**src/rtl/conv_stream_pkg.sv**
```systemverilog
// Shared widths and FSM encoding for the convolution result streamer.
package conv_stream_pkg;

  localparam int unsigned DEF_DATA_WIDTH = 32;
  localparam int unsigned DEF_ADDR_WIDTH = 6;

  typedef enum logic [1:0] {
    IDLE,
    RUN,
    DONE
  } stream_state_t;

endpackage

```
**src/rtl/conv_skid_fifo.sv**
```systemverilog
// Two-entry FIFO between the Z memory read port and the output stream.
module conv_skid_fifo
  import conv_stream_pkg::*;
#(
  parameter int unsigned WIDTH = DEF_DATA_WIDTH + 1
) (
  input  logic             clk,
  input  logic             rstn,
  input  logic             push,
  input  logic             pop,
  input  logic [WIDTH-1:0] wdata,
  output logic [WIDTH-1:0] rdata,
  output logic             full,
  output logic             empty
);

  logic [WIDTH-1:0] mem_q [2];
  logic             wr_ptr_q;
  logic             rd_ptr_q;
  logic [1:0]       count_q;
  logic             do_push;
  logic             do_pop;

  assign full    = (count_q == 2'd2);
  assign empty   = (count_q == 2'd0);
  assign do_pop  = pop & ~empty;
  // A full FIFO can still accept a word in the same cycle its head leaves.
  assign do_push = push & (~full | do_pop);
  assign rdata   = mem_q[rd_ptr_q];

  always_ff @(posedge clk or negedge rstn) begin
    if (!rstn) begin
      for (int i = 0; i < 2; i++) begin
        mem_q[i] <= '0;
      end
      wr_ptr_q <= 1'b0;
      rd_ptr_q <= 1'b0;
      count_q  <= 2'd0;
    end else begin
      if (do_push) begin
        mem_q[wr_ptr_q] <= wdata;
        wr_ptr_q        <= ~wr_ptr_q;
      end
      if (do_pop) begin
        rd_ptr_q <= ~rd_ptr_q;
      end
      count_q <= count_q + {1'b0, do_push} - {1'b0, do_pop};
    end
  end

endmodule

```
**src/rtl/conv_result_streamer.sv**
```systemverilog
// Drains the convolution Z memory after completion and streams it out as valid/ready beats.
module conv_result_streamer
  import conv_stream_pkg::*;
#(
  parameter int unsigned DATA_WIDTH = DEF_DATA_WIDTH,
  parameter int unsigned ADDR_WIDTH = DEF_ADDR_WIDTH
) (
  input  logic                  clk,
  input  logic                  rstn,
  input  logic                  start,
  input  logic [ADDR_WIDTH:0]   length,
  output logic                  mem_rd_en,
  output logic [ADDR_WIDTH-1:0] mem_rd_addr,
  input  logic [DATA_WIDTH-1:0] mem_rd_data,
  output logic                  m_valid,
  input  logic                  m_ready,
  output logic [DATA_WIDTH-1:0] m_data,
  output logic                  m_last,
  output logic                  busy,
  output logic                  done
);

  localparam int unsigned     LenW   = ADDR_WIDTH + 1;
  localparam logic [LenW-1:0] MaxLen = {1'b1, {ADDR_WIDTH{1'b0}}};

  stream_state_t     state_q, state_d;
  logic [LenW-1:0]   len_q, len_d;
  logic [LenW-1:0]   issued_q, issued_d;
  logic [LenW-1:0]   len_clamped;
  logic              inflight_q;
  logic              inflight_last_q;
  logic              rd_en;
  logic              pop;
  logic              issue_ok;
  logic [2:0]        occ;
  logic [2:0]        pending;
  logic              fifo_full;
  logic              fifo_empty;
  logic              head_last;
  logic [DATA_WIDTH:0] fifo_rdata;

  assign len_clamped = (length > MaxLen) ? MaxLen : length;

  assign m_valid = ~fifo_empty;
  assign pop     = m_valid & m_ready;
  assign occ     = fifo_full ? 3'd2 : (fifo_empty ? 3'd0 : 3'd1);
  assign pending = occ + {2'b00, inflight_q};
  // A word leaving this cycle frees its slot in time for the read issued now.
  assign issue_ok = (issued_q < len_q) && (pending < (3'd2 + {2'b00, pop}));

  always_comb begin
    state_d  = state_q;
    len_d    = len_q;
    issued_d = issued_q;
    rd_en    = 1'b0;
    unique case (state_q)
      IDLE: begin
        if (start) begin
          len_d    = len_clamped;
          issued_d = '0;
          state_d  = (len_clamped == '0) ? DONE : RUN;
        end
      end
      RUN: begin
        rd_en = issue_ok;
        if (rd_en) begin
          issued_d = issued_q + LenW'(1);
        end
        if (pop && m_last) begin
          state_d = DONE;
        end
      end
      DONE: begin
        issued_d = '0;
        state_d  = IDLE;
      end
      default: state_d = IDLE;
    endcase
  end

  always_ff @(posedge clk or negedge rstn) begin
    if (!rstn) begin
      state_q         <= IDLE;
      len_q           <= '0;
      issued_q        <= '0;
      inflight_q      <= 1'b0;
      inflight_last_q <= 1'b0;
    end else begin
      state_q         <= state_d;
      len_q           <= len_d;
      issued_q        <= issued_d;
      inflight_q      <= rd_en;
      inflight_last_q <= rd_en && (issued_q == len_q - LenW'(1));
    end
  end

  conv_skid_fifo #(
    .WIDTH(DATA_WIDTH + 1)
  ) u_fifo (
    .clk  (clk),
    .rstn (rstn),
    .push (inflight_q),
    .pop  (pop),
    .wdata({inflight_last_q, mem_rd_data}),
    .rdata(fifo_rdata),
    .full (fifo_full),
    .empty(fifo_empty)
  );

  assign head_last   = fifo_rdata[DATA_WIDTH];
  assign m_data      = fifo_rdata[DATA_WIDTH-1:0];
  assign m_last      = m_valid & head_last;
  assign mem_rd_en   = rd_en;
  assign mem_rd_addr = issued_q[ADDR_WIDTH-1:0];
  assign busy        = (state_q != IDLE);
  assign done        = (state_q == DONE);

endmodule
```
**config.mk**
```make
export PLATFORM = sky130hd
export DESIGN_NAME = conv_result_streamer
export DESIGN_NICKNAME = d
export VERILOG_FILES = /design/src/rtl/conv_stream_pkg.sv /design/src/rtl/conv_skid_fifo.sv /design/src/rtl/conv_result_streamer.sv
export SDC_FILE = /design/constraint.sdc
export NUM_CORES = 1
export LEC_CHECK = 0
export CAP_MARGIN = 10
export CORE_ASPECT_RATIO = 0.5
export CORE_MARGIN = 5
export CORE_UTILIZATION = 40
export DETAILED_ROUTE_END_ITERATION = 8
export GPL_TIMING_DRIVEN = 0
export PLACE_DENSITY = 0.66
export RECOVER_POWER = 50
export SLEW_MARGIN = 20
export SYNTH_ARGS = -nofsm -noshare
export SYNTH_HDL_FRONTEND = slang
export SYNTH_SLANG_ARGS = --single-unit
```
**constraint.sdc**
```tcl
create_clock -name clk -period 4 [get_ports clk]
set_input_delay 0.4 -clock clk [delete_from_list [all_inputs] [get_ports clk]]
set_output_delay 0.4 -clock clk [all_outputs]
set_load 0.005 [all_outputs]
```
Word-level counts from Yosys, hierarchy flattened
Cells that the tools add are included.

storage, ports and cells
  register bits after elaboration = 88

cells by class
  add/subtract/negate cells = 6
  $lt $le $gt $ge = 6
  equality and inequality tests = 7
  multiplexer cells = 17
  bitwise logic cells = 11
  reductions and logical operators = 12

operators by type and width
  kind                                                  number
  two-way mux 33 bit                                    4
  bitwise mux 66 bit                                    1
  demux 33 bit (select 1 bit)                           1
  two-way mux 7 bit                                     3
  case mux 7 bit (3 select lines)                       1
  two-way mux 2 bit                                     4
  adder 7 x 1 -> 7 bit, second input constant           1
  == test 7 bit                                         1
  greater-than comparator 7 bit, second input constant  1
  logical NOT 7 bit                                     1
  less-than comparator 7 bit                            1
  subtractor 7 x 1 -> 7 bit, second input constant      1
  != test 2 bit, second input constant                  3
  AND 1 bit                                             4
  == test 2 bit, second input constant                  2
  >= comparator 2 bit, second input constant            2
  logical AND 1 bit                                     4
  logical NOT 2 bit                                     2
  inverter 1 bit                                        4
  inverter 1 -> 2 bit                                   2
  case mux 2 bit (2 select lines)                       1
  AND reduction 2 bit                                   2
  adder 2 x 1 -> 3 bit                                  1
  adder 2 x 1 -> 3 bit, first input constant            1
  other kinds (10)                                      11

Longest topological paths before layout
Gate-level depths: netlist (run 1).

  depth in word-level cells = 8
  depth in mapped cells = 9
  gate-level depth less buffers = 9

Cells and area by module
From an unflattened synthesis (run 1), not the netlist that was laid out.

second synthesis, totals
  cells, all modules = 344
  area total of the unflattened synthesis = 4616.9 µm²

by module, submodules not included
  module                instances  cells each  area each (µm²)  sequential area each (µm²)
  conv_skid_fifo        1          198         3321.9           1751.7
  conv_result_streamer  1          146         1295.0           450.4

Worst setup path after synthesis (run 1)
OpenSTA, ideal clock, no wires.

  kind = register to output
  start = register len_q[4]
  end = output port mem_rd_en
  arrival = 1690 ps
  setup slack = 1910 ps
  stages on the path, launching flop included = 8
  path buffers = 0
  path through = dfrtp_1 > inv_1 > ha_1 > a21oi_1 > o22ai_1 > a311oi_2 > nand2_1 > inv_1

on the way
  longest elaborated chain between the ends = 3

ends and longest elaborated chain
  what                        RTL line                    RTL
  from (decl)                 conv_result_streamer.sv:27  logic [LenW-1:0] len_q, len_d;
  from (signal assigned)      conv_result_streamer.sv:90  len_q <= len_d;
  less-than comparator 7 bit  conv_result_streamer.sv:49  assign issue_ok = (issued_q < len_q) && (pending < (3'd2 + {2'b00, pop}));
  logical AND 1 bit           conv_result_streamer.sv:49
  two-way mux 1 bit           conv_result_streamer.sv:56  unique case (state_q)
  to (decl)                   conv_result_streamer.sv:12  output logic mem_rd_en,

No other way between the ends.

Worst setup path after layout (run 1)
Same ends and word-level chain as after synthesis.

==> results of run 1 <==
==> power breakdown <==
group	switching (µW)	total (µW)	internal, µW	leakage (µW)
clock	342	903	560	0.000155
combinational	923	2540	1610	0.00138
sequential	284	1610	1320	0.00106
total	1550	5050	3500	0.00259
==> repair_timing <==
| action | 4_1_cts | 5_1_grt |
|---|---|---|
| setup endpoints to repair | 0 | 0 |
| hold endpoints to repair | 34 | 0 |
| hold buffers | 1 | 0 |
==> cell families (layout without fill, tap and decap cells) <==
logic type                 Yosys count  in the layout
DFF                                 88             88
adders and majority gates           12             12
AOI/OAI and AO/OA                   26             26
xor gates and xnor gates             9              9
muxes                              108            108
buffers and inverters               36            138
and+or+nand+nor                     66             66
==> layout make-up <==
type                       count  area, µm²  share of cell area (%)
inverter                      17       63.8                    1.10
tap                          145        181                    3.12
sequential                    88       2200                    37.9
clock buffer                  10        239                    4.11
timing repair buffer          87        882                    15.2
multi-input combinational    221       2050                    35.3
buffer                        19        113                    1.94
clock inverter                 5       81.3                    1.40
==> sequential cells by signal (all words and copies together) (netlist names) <==
name             flops
inflight_last_q      1
state_q              2
u_fifo.count_q       2
u_fifo.wr_ptr_q      1
u_fifo.rd_ptr_q      1
issued_q             7
inflight_q           1
u_fifo.mem_q        66
len_q                7
==> worst max path at each step <==
| stage | start | to |
|---|---|---|
| 2_1_floorplan | len_q[4] | mem_rd_en |
| 3_3_place_gp | rstn | len_q[0] |
| 3_5_place_dp | m_ready | mem_rd_en |
| 4_1_cts | len_q[4] | mem_rd_en |
| 5_1_grt | len_q[4] | mem_rd_en |
| 6_report | len_q[4] | mem_rd_en |
==> placed cells by master (no fill, tap or decap), drive strengths merged, types with 6 or more instances in the layout <==
| master | n |
|---|---|
| and3 | 6 |
| nor2 | 10 |
| inv | 16 |
| o21ai | 11 |
| ha | 12 |
| xnor2 | 6 |
| mux2i | 9 |
| mux2 | 99 |
| clkdlybuf4s50 | 83 |
| nand3 | 7 |
| nand2b | 8 |
| nand2 | 23 |
| nor2b | 6 |
| clkbuf | 19 |
| buf | 12 |
| dfrtp | 88 |
==> metal layers <==
layer	vias up	GRT usage, %
li1	1392	-
met3	11	3.73
met5	-	0
met1	1376	18.2
met4	0	3.95
met2	43	22.4
==> through the flow <==
step / util (%) / std cells / worst slack, ns
after floorplan: - / 345 / 1.91
after global placement: 50.1 / 575 / -0.817
after detailed placement: 50.4 / 576 / 1.07
after CTS: 53.4 / 592 / 0.724
after global routing: 53.1 / 592 / 0.492
final: 53.1 / 592 / 0.749
==> results.py, run 1 <==
metrics = {
    "run_status": {
        "status": "finished, violations left",
        "violations": "max-capacitance violations, max-slew violations",
    },
    "synth": {
        "synth_top_cell_by_area": "dfrtp_1",
        "synth-main-ff-cell": "dfrtp_1",
        "synth_edf_count": 0,
        "synthAdderAreaFrac_pct": 3.37,
        "synthTopCellsByCount": "dfrtp_1, mux2_2, mux2_4",
        "synthDominantCellAreaShare_pct": 49.4,
        "synth_mux_area_share_pct": 29.6,
        "yosys-top-cells-area": "dfrtp_1, mux2_2, mux2_4",
        "seq_area_frac_synth_pct": 49.4,
        "synth_xor_area_share_pct": 1.77,
        "synth_top_family_by_area": "multiplexers",
        "ys_types": 37,
        "ys_seq_elements": 88,
        "syn_avg_cell_area_um2": 12.9,
        "synth_most_common_cell": "dfrtp_1",
        "syn_nets": 400,
        "synthArstFlopShare_pct": 100,
        "ys.warnings.count": 0,
        "synth_cells": 345,
        "synth_compound_area_share_pct": 4.01,
        "synth_area_um2": 4460,
        "synth-simple-area-share_pct": 7.41,
    },
    "worst_setup_path": {
        "crit_type": "register to primary output",
        "crit_slowest_cell": "clkdlybuf4s50_1",
        "cp.buffers_inverters": 3,
        "max_stage_delay_ns": 0.50,
        "r2r_setup_slack_ns": 1.66,
        "path_delay_family": "buffers and inverters",
        "reg2regPathDepth": 6,
        "cp_data_arrival_time_ns": 2.85,
        "worstReg2RegEnd": "u_fifo.mem_q[62]",
        "critPathLaunchType": "register",
        "cp_common_cell": "inv_1",
        "path_cells": "inv_1 -> ha_1 -> a21oi_1 -> o22ai_1 -> a311oi_2 -> nand2_1 -> inv_1 -> clkdlybuf4s50_1",
        "crit_path_end_kind": "primary output",
        "timing.rr.start": "u_fifo.count_q[1]",
        "cp.required_ns": 3.60,
        "cp_max_fo": 7,
        "crit_cells": 8,
    },
    "clock_tree": {
        "cts_buffer_depth": 2,
        "htreeDepth": 3,
        "post_cts_buffers": 0,
        "clk_latency_ns": 0.34,
        "tritoncts": "done",
        "cts_buffers": 9,
        "root_buffer": "clkbuf_16",
        "clock_sinks": 88,
        "clkTransAtPathRegs_ns": 0.06,
        "cts.repair.resized": 0,
    },
    "timing": {
        "whs_ns": 0.489,
        "fin_skew_ns": 0.00668,
        "tns_ns": 0,
        "min_period_ns": 3.25,
        "report.final.hold_viol_count": 0,
        "tightest_slew_ns": 2.00,
        "finalSetupViolations": 0,
        "relSlewSlack_pct": -33.3,
        "timing.final.crit_share_pct": 81.3,
        "fmax_ghz": 0.308,
        "maxSlewViolCount": 35,
        "rsz0062_at_grt": "no",
    },
    "worst_hold_path": {
        "hold_path_depth": 1,
        "min_path_type": "register to register",
        "whs_endpoint": "u_fifo.wr_ptr_q",
        "hold_start": "u_fifo.wr_ptr_q",
    },
    "die": {
        "die_area_um2": 13500,
        "pin_count": 86,
        "initial_core_util_pct": 40.7,
        "die_h_um": 84.6,
        "rows": 27,
        "core_area_um2": 10900,
        "die_w_um": 159,
    },
    "placed_design": {
        "dp.final_hpwl_mm": 6.41,
        "globalplace.congestion": 0.756,
        "numPortBuffers": 85,
        "dpl_cell_area_um2": 5520,
    },
    "detailed_routing": {
        "vias": 2822,
        "dr_wl_met3_um": 355,
        "wire_per_inst_um": 14.9,
        "drtAntennaViolNets": 0,
        "wirelength_mm": 8.81,
        "vias_per_cell": 4.77,
        "drc": 0,
        "wl_met1_mm": 4.16,
        "first_pass_iters": 4,
        "wl_met2_mm": 4.17,
        "drt-initial-drc-count": 73,
        "topRoutingLayerUsed": "met4",
    },
    "global_route": {
        "grt_pass1_vias": 2959,
        "grt_pass1_wl_mm": 15.2,
        "antenna_found_initial": 0,
        "grt-ovfl-total": 0,
        "grt_max_degree": 55,
        "grt_use_total_pct": 13.8,
    },
    "layout": {
        "antenna_cells": 0,
        "fin_area_um2": 5810,
        "drive_gt1_share_pct": 28.4,
        "fin_nets": 498,
        "syn_to_final_growth_pct": 30.5,
        "fill_cells": 958,
    },
    "power_and_ir_drop": {
        "power_density_nw_per_um2": 869,
        "p_leak_uw": 0.00259,
        "p_total_uw": 5050,
        "peakVddDrop_uv": 286,
    },
    "flow_run": {
        "drv_cap": 1,
    },
}
Power figures use the tool's default switching activity.
==> run 2, diff against run 1 <==
--- a/config.mk
+++ b/config.mk
@@ -11,7 +11,7 @@
 export CORE_UTILIZATION = 40
 export DETAILED_ROUTE_END_ITERATION = 8
 export GPL_TIMING_DRIVEN = 0
-export PLACE_DENSITY = 0.66
+export PLACE_DENSITY = 0.69
 export RECOVER_POWER = 50
 export SLEW_MARGIN = 20
 export SYNTH_ARGS = -nofsm -noshare
==> constraint.sdc (replaced) <==
create_clock -name clk -period 2.6 [get_ports clk]
set_input_delay 0.26 -clock clk [delete_from_list [all_inputs] [get_ports clk]]
set_output_delay 0.26 -clock clk [all_outputs]
set_load 0.005 [all_outputs]
==> results.py, run 2 (synthesis results as in run 1) <==
metrics = {
    "run_status": {
        "status": "complete, no violations",
    },
    "die": {
        "initial_core_util_pct": 40.7,
        "rows": 27,
        "core_area_um2": 10900,
        "die_area_um2": 13500,
        "die_w_um": 159,
        "die_h_um": 84.6,
        "pin_count": 86,
    },
    "layout": {
        "fill_cells": 941,
        "top_regs": "u_fifo.mem_q (66), issued_q (7), len_q (7)",
        "final_common_cell": "dfrtp_1",
        "antenna_cells": 0,
        "largest_reg_flops": 66,
        "final_cell_mix": "dfrtp_1, clkdlybuf4s50_1, mux2_2",
        "final_cells": 595,
        "seq_area_um2": 2200,
        "multiInputGateArea_um2": 2070,
        "fin_nets": 500,
        "syn_to_final_growth_pct": 31.8,
        "drive_gt1_share_pct": 31.3,
        "regMostFlops": "u_fifo.mem_q",
    },
    "timing": {
        "min_period_ns": 2.41,
        "timing.final.crit_share_pct": 92.9,
        "rsz0062_at_grt": "no",
        "tightest_slew_ns": 1.01,
        "fmax_ghz": 0.414,
        "fin_skew_ns": 0.00894,
        "finalSetupViolations": 0,
        "maxSlewViolCount": 0,
        "report.final.hold_viol_count": 0,
        "relSlewSlack_pct": 32.8,
    },
    "clock_tree": {
        "htreeDepth": 3,
        "clkTransAtPathRegs_ns": 0.06,
        "root_buffer": "clkbuf_16",
        "cts_buffers": 9,
        "cts_buffer_depth": 2,
        "clock_sinks": 88,
        "tritoncts": "done",
        "clk_latency_ns": 0.34,
    },
    "detailed_routing": {
        "wire_per_inst_um": 15.2,
        "drc": 0,
        "drtAntennaViolNets": 0,
        "first_pass_iters": 4,
        "wirelength_mm": 9.07,
        "drt-initial-drc-count": 145,
        "vias": 2855,
        "vias_per_cell": 4.80,
    },
    "worst_hold_path": {
        "hold_start": "u_fifo.mem_q[12]",
        "min_path_type": "register to register",
        "hold_path_depth": 1,
        "whs_endpoint": "u_fifo.mem_q[12]",
    },
    "global_route": {
        "grt_use_total_pct": 14.1,
        "grt_pass1_vias": 3004,
        "grt_pass1_wl_mm": 15.4,
        "antenna_found_initial": 0,
        "grt_max_degree": 50,
        "grt-ovfl-total": 0,
    },
    "worst_setup_path": {
        "reg2regPathDepth": 8,
        "r2r_setup_slack_ns": 0.65,
        "worstReg2RegEnd": "inflight_last_q",
        "critPathLaunchType": "register",
        "crit_type": "register to primary output",
        "cp_max_fo": 10,
        "cp.required_ns": 2.34,
        "cp_data_arrival_time_ns": 2.15,
        "critPathLaunch": "u_fifo.rd_ptr_q",
        "crit_path_end_kind": "primary output",
        "timing.rr.start": "u_fifo.count_q[0]",
    },
    "power_and_ir_drop": {
        "power_density_nw_per_um2": 1360,
        "p_leak_uw": 0.00262,
        "p_total_uw": 8020,
        "peakVddDrop_uv": 513,
    },
    "placed_design": {
        "dp.final_hpwl_mm": 6.49,
        "globalplace.congestion": 0.792,
        "dpl.cell_count": 576,
        "numPortBuffers": 85,
    },
    "flow_run": {
        "drv_cap": 0,
    },
}
[run 2: changes by cell type in the layout (fill, tap and decap cells not counted), sizes merged]
cell / previous run / this run
clkinv: 3 / 1
inv: 16 / 18
buf: 12 / 13
bufinv: 2 / 3
clkbuf: 19 / 20
dlygate4sd2: 0 / 1
dlygate4sd3: 2 / 1
[run 2: layout make-up]
cell class                      instances  share of cell area (%)
Buffer                                 19                    2.24
Clock buffer                           10                    3.90
Clock inverter                          6                    1.96
Inverter                               17                    1.09
Multi-Input combinational cell        221                    35.3
Sequential cell                        88                    37.5
Tap cell                              145                    3.09
Timing Repair Buffer                   89                    14.9
[run 2: power by group]
part / internal [µW] / total (µW) / switching (µW) / leakage [µW]
clock: 947 / 1500 / 556 / 0.000164
combinational: 2560 / 4030 / 1470 / 0.00140
sequential: 2040 / 2490 / 446 / 0.00105
[run 2: worst max-delay path by stage]
| stage | endpoint | slack (ns) | cells after the start |
|---|---|---|---|
| CTS | m_data[3] | 0.13 | 4 |
| detailed placement | mem_rd_en | -0.15 | 8 |
| finish | m_data[3] | 0.19 | 4 |
| global placement | u_fifo.mem_q[58] | -2.11 | 1 |
| floorplan | mem_rd_en | 0.65 | 7 |
| global route | m_data[3] | 0.05 | 4 |
[run 2: timing repair]
action                     in CTS  in global routing
hold buffers                    1                  0
gates resized for setup        10                  0
setup buffers                   2                  0
setup endpoints to repair      30                  0
hold endpoints to repair       39                  0
[run 2: worst max-delay path: stages, from the launching register on]
cell             delay [ns]
dfrtp_1                0.32
clkbuf_1               0.30
clkbuf_2               0.36
mux2_2                 0.39
clkdlybuf4s50_1        0.45
[run 2: stage by stage]
stage / cell area (µm²) / worst slack (ns) / setup TNS [ns] / hold WS (ns) / utilization, %
floorplan: 4460 / 0.650 / 0 / -0.0356 / -
global placement: 5490 / -2.11 / -185.18 / 0.476 / 50.1
detailed placement: 5520 / -0.148 / -0.148 / 0.201 / 50.4
CTS: 5910 / 0.132 / 0 / 0.407 / 54.0
global route: 5870 / 0.0465 / 0 / 0.520 / 53.7
finish: 5870 / 0.186 / 0 / 0.501 / 53.7
[run 2: per-layer routing]
metal  track usage [%]  wire length, µm  up-vias
li1                  -                -     1408
met3              4.12              307        6
met1              18.7             4300     1393
met5                 0                0        -
met4              3.72               61        0
met2              22.9             4400       48
==> run 3, diff against run 2 <==
--- a/config.mk
+++ b/config.mk
@@ -7,7 +7,6 @@
 export LEC_CHECK = 0
 export CAP_MARGIN = 10
 export CORE_ASPECT_RATIO = 0.5
-export CORE_MARGIN = 5
 export CORE_UTILIZATION = 40
 export DETAILED_ROUTE_END_ITERATION = 8
 export GPL_TIMING_DRIVEN = 0
==> results.py, run 3 (synthesis results as in run 1) <==
metrics = {
    "run_status": {
        "status": "complete, no violations",
    },
    "layout": {
        "top_regs": "u_fifo.mem_q (66), issued_q (7), len_q (7)",
        "largest_reg_flops": 66,
        "post-route-util_pct": 56.5,
        "fin_nets": 511,
        "final_cells": 601,
        "drive_gt1_share_pct": 33.2,
        "final_common_cell": "dfrtp_1",
        "antenna_cells": 0,
        "final_cell_mix": "dfrtp_1, clkdlybuf4s50_1, mux2_2",
        "regMostFlops": "u_fifo.mem_q",
        "syn_to_final_growth_pct": 33.2,
    },
    "timing": {
        "min_period_ns": 2.45,
        "report.final.hold_viol_count": 0,
        "timing.final.crit_share_pct": 94.2,
        "layout_setup_ws_ns": 0.150,
        "fmax_ghz": 0.408,
        "fin_skew_ns": 0.00309,
        "tns_ns": 0,
        "tightest_slew_ns": 1.07,
        "rsz0062_at_grt": "no",
        "maxSlewViolCount": 0,
        "relSlewSlack_pct": 28.6,
        "finalSetupViolations": 0,
    },
    "detailed_routing": {
        "wire_per_inst_um": 14.5,
        "wirelength_mm": 8.70,
        "vias": 2890,
        "vias_per_cell": 4.81,
        "drtAntennaViolNets": 0,
        "drt-initial-drc-count": 142,
        "drc": 0,
        "first_pass_iters": 4,
    },
    "worst_setup_path": {
        "cp.required_ns": 2.34,
        "path_delay_family": "buffers and inverters",
        "crit_slowest_cell": "clkdlybuf4s50_1",
        "crit_path_end_kind": "primary output",
        "reg2regPathDepth": 9,
        "timing.rr.start": "len_q[4]",
        "crit_type": "register to primary output",
        "cp_max_fo": 10,
        "max_stage_delay_ns": 0.46,
        "path_cells": "clkbuf_1 -> clkbuf_2 -> mux2_2 -> clkdlybuf4s50_1",
        "r2r_setup_slack_ns": 0.45,
        "critPathLaunchType": "register",
        "worstReg2RegEnd": "inflight_last_q",
        "cp_data_arrival_time_ns": 2.19,
        "cp.buffers_inverters": 3,
    },
    "global_route": {
        "grt_max_degree": 78,
        "use_met1_pct": 21.8,
        "grtUsageMet3_pct": 4.49,
        "grt_util_met2_pct": 26.0,
        "grt-ovfl-total": 0,
        "grt.busiest_layer": "met2",
        "grt_pass1_wl_mm": 14.7,
        "grt_use_total_pct": 16.4,
        "antenna_found_initial": 0,
        "grt_pass1_vias": 2952,
    },
    "die": {
        "pin_count": 86,
        "die_area_um2": 11600,
        "initial_core_util_pct": 42.4,
        "die_w_um": 151,
        "core_area_um2": 10500,
        "die_h_um": 76.6,
        "rows": 26,
    },
    "power_and_ir_drop": {
        "power_density_nw_per_um2": 1360,
        "p_leak_uw": 0.00268,
        "peakVddDrop_uv": 577,
    },
    "placed_design": {
        "globalplace.congestion": 0.728,
        "dp_worst_setup_slack_ns": -0.165,
        "dp.final_hpwl_mm": 6.03,
        "dpl.cell_count": 571,
        "numPortBuffers": 85,
    },
    "clock_tree": {
        "htreeDepth": 3,
        "clock_sinks": 88,
        "clk_latency_ns": 0.34,
        "cts_buffers": 9,
        "tritoncts": "done",
        "cts_buffer_depth": 2,
        "clkTransAtPathRegs_ns": 0.06,
        "root_buffer": "clkbuf_16",
    },
    "worst_hold_path": {
        "min_path_type": "input pin to async pin",
    },
    "flow_run": {
        "drv_cap": 0,
    },
}
## run 3: final cells by class
cell class              instances  area, µm²
plain buffers                  19        131
clock inverters                 6       90.1
well taps                     140        175
clock buffers                  10        239
fillers                       906       4570
repair buffers                100        962
flip-flops and latches         88       2210
multi-input cells             221       2060
inverters                      17       66.3
## run 3: how the worst max path moves through the flow
stage | from | endpoint | cells after the start
floorplan | len_q[4] | mem_rd_en | 7
global placement | rstn | u_fifo.mem_q[58] | 1
finish | u_fifo.rd_ptr_q | m_data[28] | 4
global route | u_fifo.rd_ptr_q | m_data[28] | 4
CTS | issued_q[1] | mem_rd_en | 7
detailed placement | len_q[4] | mem_rd_en | 8
## run 3: metal layers
layer / part of all wire [%] / up-vias
li1: - / 1425
met1: 48 / 1415
met3: 2.7 / 6
met4: 0.80 / 0
met5: 0 / -
met2: 48 / 44
## run 3: timing repair
| action | 4_1_cts | 5_1_grt |
|---|---|---|
| cloned | 0 | 0 |
| pin swaps | 2 | 4 |
| endpoints found under the hold margin | 11 | 0 |
| setup endpoints to repair | 30 | 1 |
| resized for setup | 8 | 4 |
| buffers inserted | 3 | 10 |
| hold buffers | 1 | 0 |
## run 3: worst reg2reg max path, stage by stage, from the launching register on
cell	delay, ns
dfrtp_2	0.46
inv_4	0.09
ha_4	0.20
a21oi_1	0.15
o22ai_1	0.10
a311oi_1	0.45
nand2_2	0.12
buf_4	0.15
buf_4	0.14
a2111oi_2	0.19
## run 3: per-stage QoR
stage	cell area, µm²	total power (µW)	hold WS (ns)
detailed placement	5510	6490	0.0885
CTS	5890	8080	0.287
floorplan	4460	4970	-0.0356
global route	5930	8680	0.516
finish	5930	8090	0.471
global placement	5480	6410	0.476
## run 3: where the power goes
part           total (µW)  internal, µW  switching (µW)
clock                1420           873             547
combinational        4200          2700            1500
sequential           2470          2040             428
total                8090          5610            2480
==> RTL change 1: new RTL, flow settings as in run 3 <==
Change the package constant `DEF_DATA_WIDTH` from 32 to 48.
--- a/src/rtl/conv_stream_pkg.sv
+++ b/src/rtl/conv_stream_pkg.sv
@@ -3,3 +3,3 @@
 
-  localparam int unsigned DEF_DATA_WIDTH = 32;
+  localparam int unsigned DEF_DATA_WIDTH = 48;
   localparam int unsigned DEF_ADDR_WIDTH = 6;
Ports: changed (resized m_data and mem_rd_data); port bits go from 86 to 118. No check against the original RTL was run, so the function may have changed too.
==> RTL change 1 against run 3 <==
- first-iteration DRC count decreased by 20%
- the flow now finishes with violations (capacitance limit, slew limit)
- routed wire length grew 35%
- count of clock-buffer cells in the layout rose by 9
- sequential cell count grew 32
- clock skew rose by 0.0072 ns
- critical path type unchanged
- power grew 38%
- worst setup slack gained 0.053 ns
- worst hold slack lost 0.020 ns
- clock power rose by 89%
- final area increased by 32%
- synthesized area up 29%
==> RTL change 1: results (changes against run 3) <==
[outcome]
status = finished, violations left  ; was complete, no violations
failing_checks = capacitance limit, slew limit

[critical_path]
worst_setup_path_startpoint = issued_q[5]$_DFFE_PN0P_  ; was u_fifo.rd_ptr_q$_DFFE_PN0P_
launch_instance_of_the_worst_register_to_register_path = u_fifo.count_q[1]$_DFF_PN0_  ; was len_q[4]$_DFFE_PN0P_
worst-r2r-cell-count = 6  ; was 9
worst_r2r_endpoint = u_fifo.mem_q[52]$_DFFE_PN0P_  ; was inflight_last_q$_DFF_PN0_
cp.arrival_ns = 2.14  ; was 2.19 ns
setup.worst_path.end = mem_rd_en  ; was m_data[28]
critical_path.max_fanout = 6  ; was 10

[sta]
tightest_slew_ns = 1.58  ; was 1.07 ns
slew_viol_final = 63  ; was 0
period_needed_ns = 2.40  ; was 2.45 ns
finalClockSkew_ns = 0.0103  ; was 0.00309 ns

[power_and_ir_drop]
total_clock_network_power_mw = 2.69  ; was 1.42 mW
vdd_ir_drop_max_v = 0.000710  ; was 0.000577 V
p_leak_nw = 3.35  ; was 2.68 nW

[clocking]
cts_made_buffers = 17  ; was 9
ctsHtreeMaxLevel = 4  ; was 3

[grt]
groute.usage.overall_pct = 17.2  ; was 16.4%
pin_count_of_the_biggest_net_entering_global_routing = 63  ; was 78

[finish]
reg_top3 = u_fifo.mem_q (98), issued_q (7), len_q (7)  ; was u_fifo.mem_q (66), issued_q (7), len_q (7)
fillCellCount = 1148  ; was 906

[logic_synthesis]
synth_compound_gate_area_share_pct = 2.88  ; was 4.01%
postSynthNetCount = 496  ; was 400
synth_commonest_cells = 137 x mux2_2, 120 x dfrtp_1, 17 x nand2_1, 12 x ha_1, 12 x inv_1  ; was 88 x dfrtp_1, 69 x mux2_2, 30 x mux2_4, 23 x nand2_1, 16 x inv_1
yosys-mux-area-fraction_pct = 30.9  ; was 29.6%
seq_area_frac_synth_pct = 52.4  ; was 49.4%
post_synth_xor_area_fraction_pct = 1.68  ; was 1.77%
synthTopCellsByArea = dfrtp_1 52%, mux2_2 27%, ha_1 2.6%  ; was dfrtp_1 49%, mux2_2 17%, mux2_4 10%
synth-adder-area-share_pct = 2.62  ; was 3.37%

[detailed_routing]
dr.first_iter.drc_count = 114  ; was 142
wl_um = 11800  ; was 8700 um

[run]
max_cap_violations = 1  ; was 0

[place]
place_hpwl_um = 8130  ; was 6030 um

## RTL change 1: changes by cell type in the layout (fill, tap and decap cells not counted), sizes merged, moves of 4 or more
cell / run 3 / this run
nor2: 10 / 6
nand4: 0 / 4
nand2: 23 / 17
bufinv: 2 / 6
dfrtp: 88 / 120
nor4: 1 / 5
clkdlybuf4s50: 82 / 112
and3: 6 / 2
inv: 18 / 14
mux2: 99 / 147
## RTL change 1: through the flow
| stage | setup slack (ns) | hold WS [ns] | instances |
|---|---|---|---|
| after floorplan | 0.681 | -0.0356 | 425 |
| after global placement | -3.55 | 0.481 | 734 |
| after detailed placement | -0.154 | 0.288 | 735 |
| after CTS | 0.0384 | 0.418 | 768 |
| after global routing | 0.0772 | 0.457 | 767 |
| final | 0.203 | 0.450 | 767 |
## RTL change 1: layer usage
| metal | global-route usage (%) | vias up | part of all wire, % |
|---|---|---|---|
| met5 | 0 | - | 0 |
| met4 | 7.95 | 0 | 1.5 |
| met3 | 3.65 | 15 | 2.9 |
| met2 | 27.9 | 51 | 49 |
| met1 | 22.1 | 1849 | 47 |
| li1 | - | 1788 | - |
## RTL change 1: area by class of cell
class	instances	area share (%)
sequential	120	38.3
multi-input combinational	268	32.4
timing repair buffer	120	15.2
clock buffer	19	5.77
tap	192	3.06
clock inverter	12	2.82
buffer	23	1.82
inverter	13	0.622
## RTL change 1: worst max-delay path, stage by stage, from the launching register on
cell and delay [ns]:
dfrtp_1 0.45, ha_1 0.36, and3_1 0.20, o21a_2 0.26, nor3_4 0.20, dlygate4sd2_1 0.26
## RTL change 1: what timing repair did
item                                   4_1_cts  5_1_grt
setup buffers                                1        0
endpoints found under the hold margin       61        0
setup endpoints to repair                   45       10
pin swaps                                    2        0
hold buffers                                 1        0
gates resized for setup                     13        0
==> RTL change 2: new RTL, settings of run 3 <==
Made on the original files. Re-encode `stream_state_t` (3 states) as one-hot, 3 bits wide.
--- a/src/rtl/conv_stream_pkg.sv
+++ b/src/rtl/conv_stream_pkg.sv
@@ -6,6 +6,6 @@
 
-  typedef enum logic [1:0] {
-    IDLE,
-    RUN,
-    DONE
+  typedef enum logic [2:0] {
+    IDLE = 3'b001,
+    RUN  = 3'b010,
+    DONE = 3'b100
   } stream_state_t;
Check against the original RTL: same outputs for any inputs over 10 cycles, from zero or initial values and one cycle with rstn low; not proved beyond that.
==> RTL change 2 against run 3 <==
- sequential cell count up 1
- power down 16%
- utilization down 1.3 points
- clock skew up 0.0050 ns
- worst setup slack better by 0.053 ns
- synthesized area down 1.5%
- final area down 2.9%
- global-route usage down 0.30 points
- routed wire length down 3.3%
- critical path depth unchanged
- largest power group unchanged
- non-clock buffer count down 9
==> RTL change 2: results (changes against run 3) <==
[place]
final_weighted_congestion_in_routability_driven_placement = 0.792  ; was 0.728
dp_worst_setup_slack_ns = -0.0404  ; was -0.165 ns
placed_cell_area_um2 = 5450  ; was 5510 um^2
place_hpwl_um = 6010  ; was 6030 um

[grt]
groute.usage.overall_pct = 16.1  ; was 16.4%
grt_pass1_wl_um = 14400  ; was 14700 um
vias_in_the_first_global_route = 2958  ; was 2952

[detailed_routing]
routed_wire_length_per_instance_um = 14.3  ; was 14.5 um
route.detailed.vias_per_inst = 4.88  ; was 4.81
dr.first_iter.drc_count = 89  ; was 142
wl_um = 8410  ; was 8700 um
firstDrtPassIters = 4  ; unchanged

[power_and_ir_drop]
vdd_ir_drop_max_v = 0.000474  ; was 0.000577 V
power_report.internal_total_mw = 4.68  ; was 5.61 mW
p_leak_nw = 2.54  ; was 2.68 nW
totalPowerFinal_mw = 6.76  ; was 8.09 mW
total_clock_network_power_mw = 1.31  ; was 1.42 mW
share_seq_of_total_power_pct = 34.7  ; was 30.6%

[clocking]
cts_made_buffers = 9  ; unchanged
ctsHtreeMaxLevel = 3  ; unchanged

[logic_synthesis]
seq_area_frac_synth_pct = 50.8  ; was 49.4%
synthTopCellsByArea = dfrtp_1 50%, mux2_2 17%, mux2_1 8.5%  ; was dfrtp_1 49%, mux2_2 17%, mux2_4 10%
ys_types = 47  ; was 37
synth_commonest_cells = 88 x dfrtp_1, 67 x mux2_2, 33 x mux2_1, 16 x inv_1, 14 x nand2_1  ; was 88 x dfrtp_1, 69 x mux2_2, 30 x mux2_4, 23 x nand2_1, 16 x inv_1
postSynthNetCount = 400  ; unchanged

[critical_path]
worst-r2r-cell-count = 6  ; was 9
rrSetupSlack_ns = 0.40  ; was 0.45 ns
worst_r2r_endpoint = u_fifo.mem_q[54]$_DFFE_PN0P_  ; was inflight_last_q$_DFF_PN0_
launch_instance_of_the_worst_register_to_register_path = u_fifo.count_q[1]$_DFF_PN0_  ; was len_q[4]$_DFFE_PN0P_
slowest_delay_ns = 0.45
cp.arrival_ns = 2.14  ; was 2.19 ns
setup.worst_path.end = m_data[10]  ; was m_data[28]

[outcome]
status = complete, no violations  ; unchanged

[finish]
fillCellCount = 922  ; was 906
design.final.nets = 500  ; was 511
reg_top3 = u_fifo.mem_q (66), issued_q (7), len_q (7)  ; unchanged
layout-drive-gt1-share_pct = 23.8  ; was 33.2%

[sta]
final_setup_slack_of_the_worst_path_ns = 0.203  ; was 0.150 ns
finalClockSkew_ns = 0.00804  ; was 0.00309 ns
slew_hr_pct = 30.6  ; was 28.6%

[hold_path]
min_path_type = register to register  ; was input pin to async pin

## RTL change 2: layout make-up
type	instances	area (um^2)	area share [%]
Sequential cell	89	2230	38.7
Inverter	16	60.1	1.04
Multi-Input combinational cell	219	1980	34.3
Clock inverter	6	75.1	1.30
Clock buffer	10	229	3.97
Buffer	21	135	2.35
Tap cell	140	175	3.04
Timing Repair Buffer	89	880	15.3
## RTL change 2: worst min path at each step
stage	to	slack, ns	depth (start not counted)
2_1_floorplan	inflight_last_q$_DFF_PN0_	-0.04	0
3_3_place_gp	u_fifo.mem_q[38]$_DFFE_PN0P_	0.46	1
3_5_place_dp	issued_q[1]$_DFFE_PN0P_	0.09	1
4_1_cts	issued_q[1]$_DFFE_PN0P_	0.30	2
5_1_grt	u_fifo.mem_q[45]$_DFFE_PN0P_	0.50	1
6_report	u_fifo.mem_q[45]$_DFFE_PN0P_	0.48	1
## RTL change 2: logic make-up (layout without fill, tap and decap cells)
| family | Yosys count | count (layout) | share of synthesized area, % |
|---|---|---|---|
| AO/OA/AOI/OAI | 41 | 41 | 6.36 |
| XOR/XNOR | 12 | 12 | 2.57 |
| adder cells (fa/ha/maj) | 12 | 12 | 3.42 |
| buffers and inverters | 37 | 142 | 4.39 |
| flip-flops | 89 | 89 | 50.8 |
| multiplexers | 103 | 103 | 26.4 |
| AND/OR/NAND/NOR | 51 | 51 | 6.07 |
## RTL change 2: layer usage
metal  global-route usage (%)  routed length (um)  vias to the layer above
li1                         -                   -                     1422
met1                     20.8                3790                     1403
met2                     26.4                4190                       48
met3                     4.07                 332                        7
met4                     5.45                  97                        0
met5                        0                   0                        -
## RTL change 2: timing repair
item,CTS,global route
endpoints found under the setup margin,30,1
buffers inserted,2,0
pin swaps,2,3
hold buffers,1,0
resized for setup,6,2
endpoints found under the hold margin,12,0
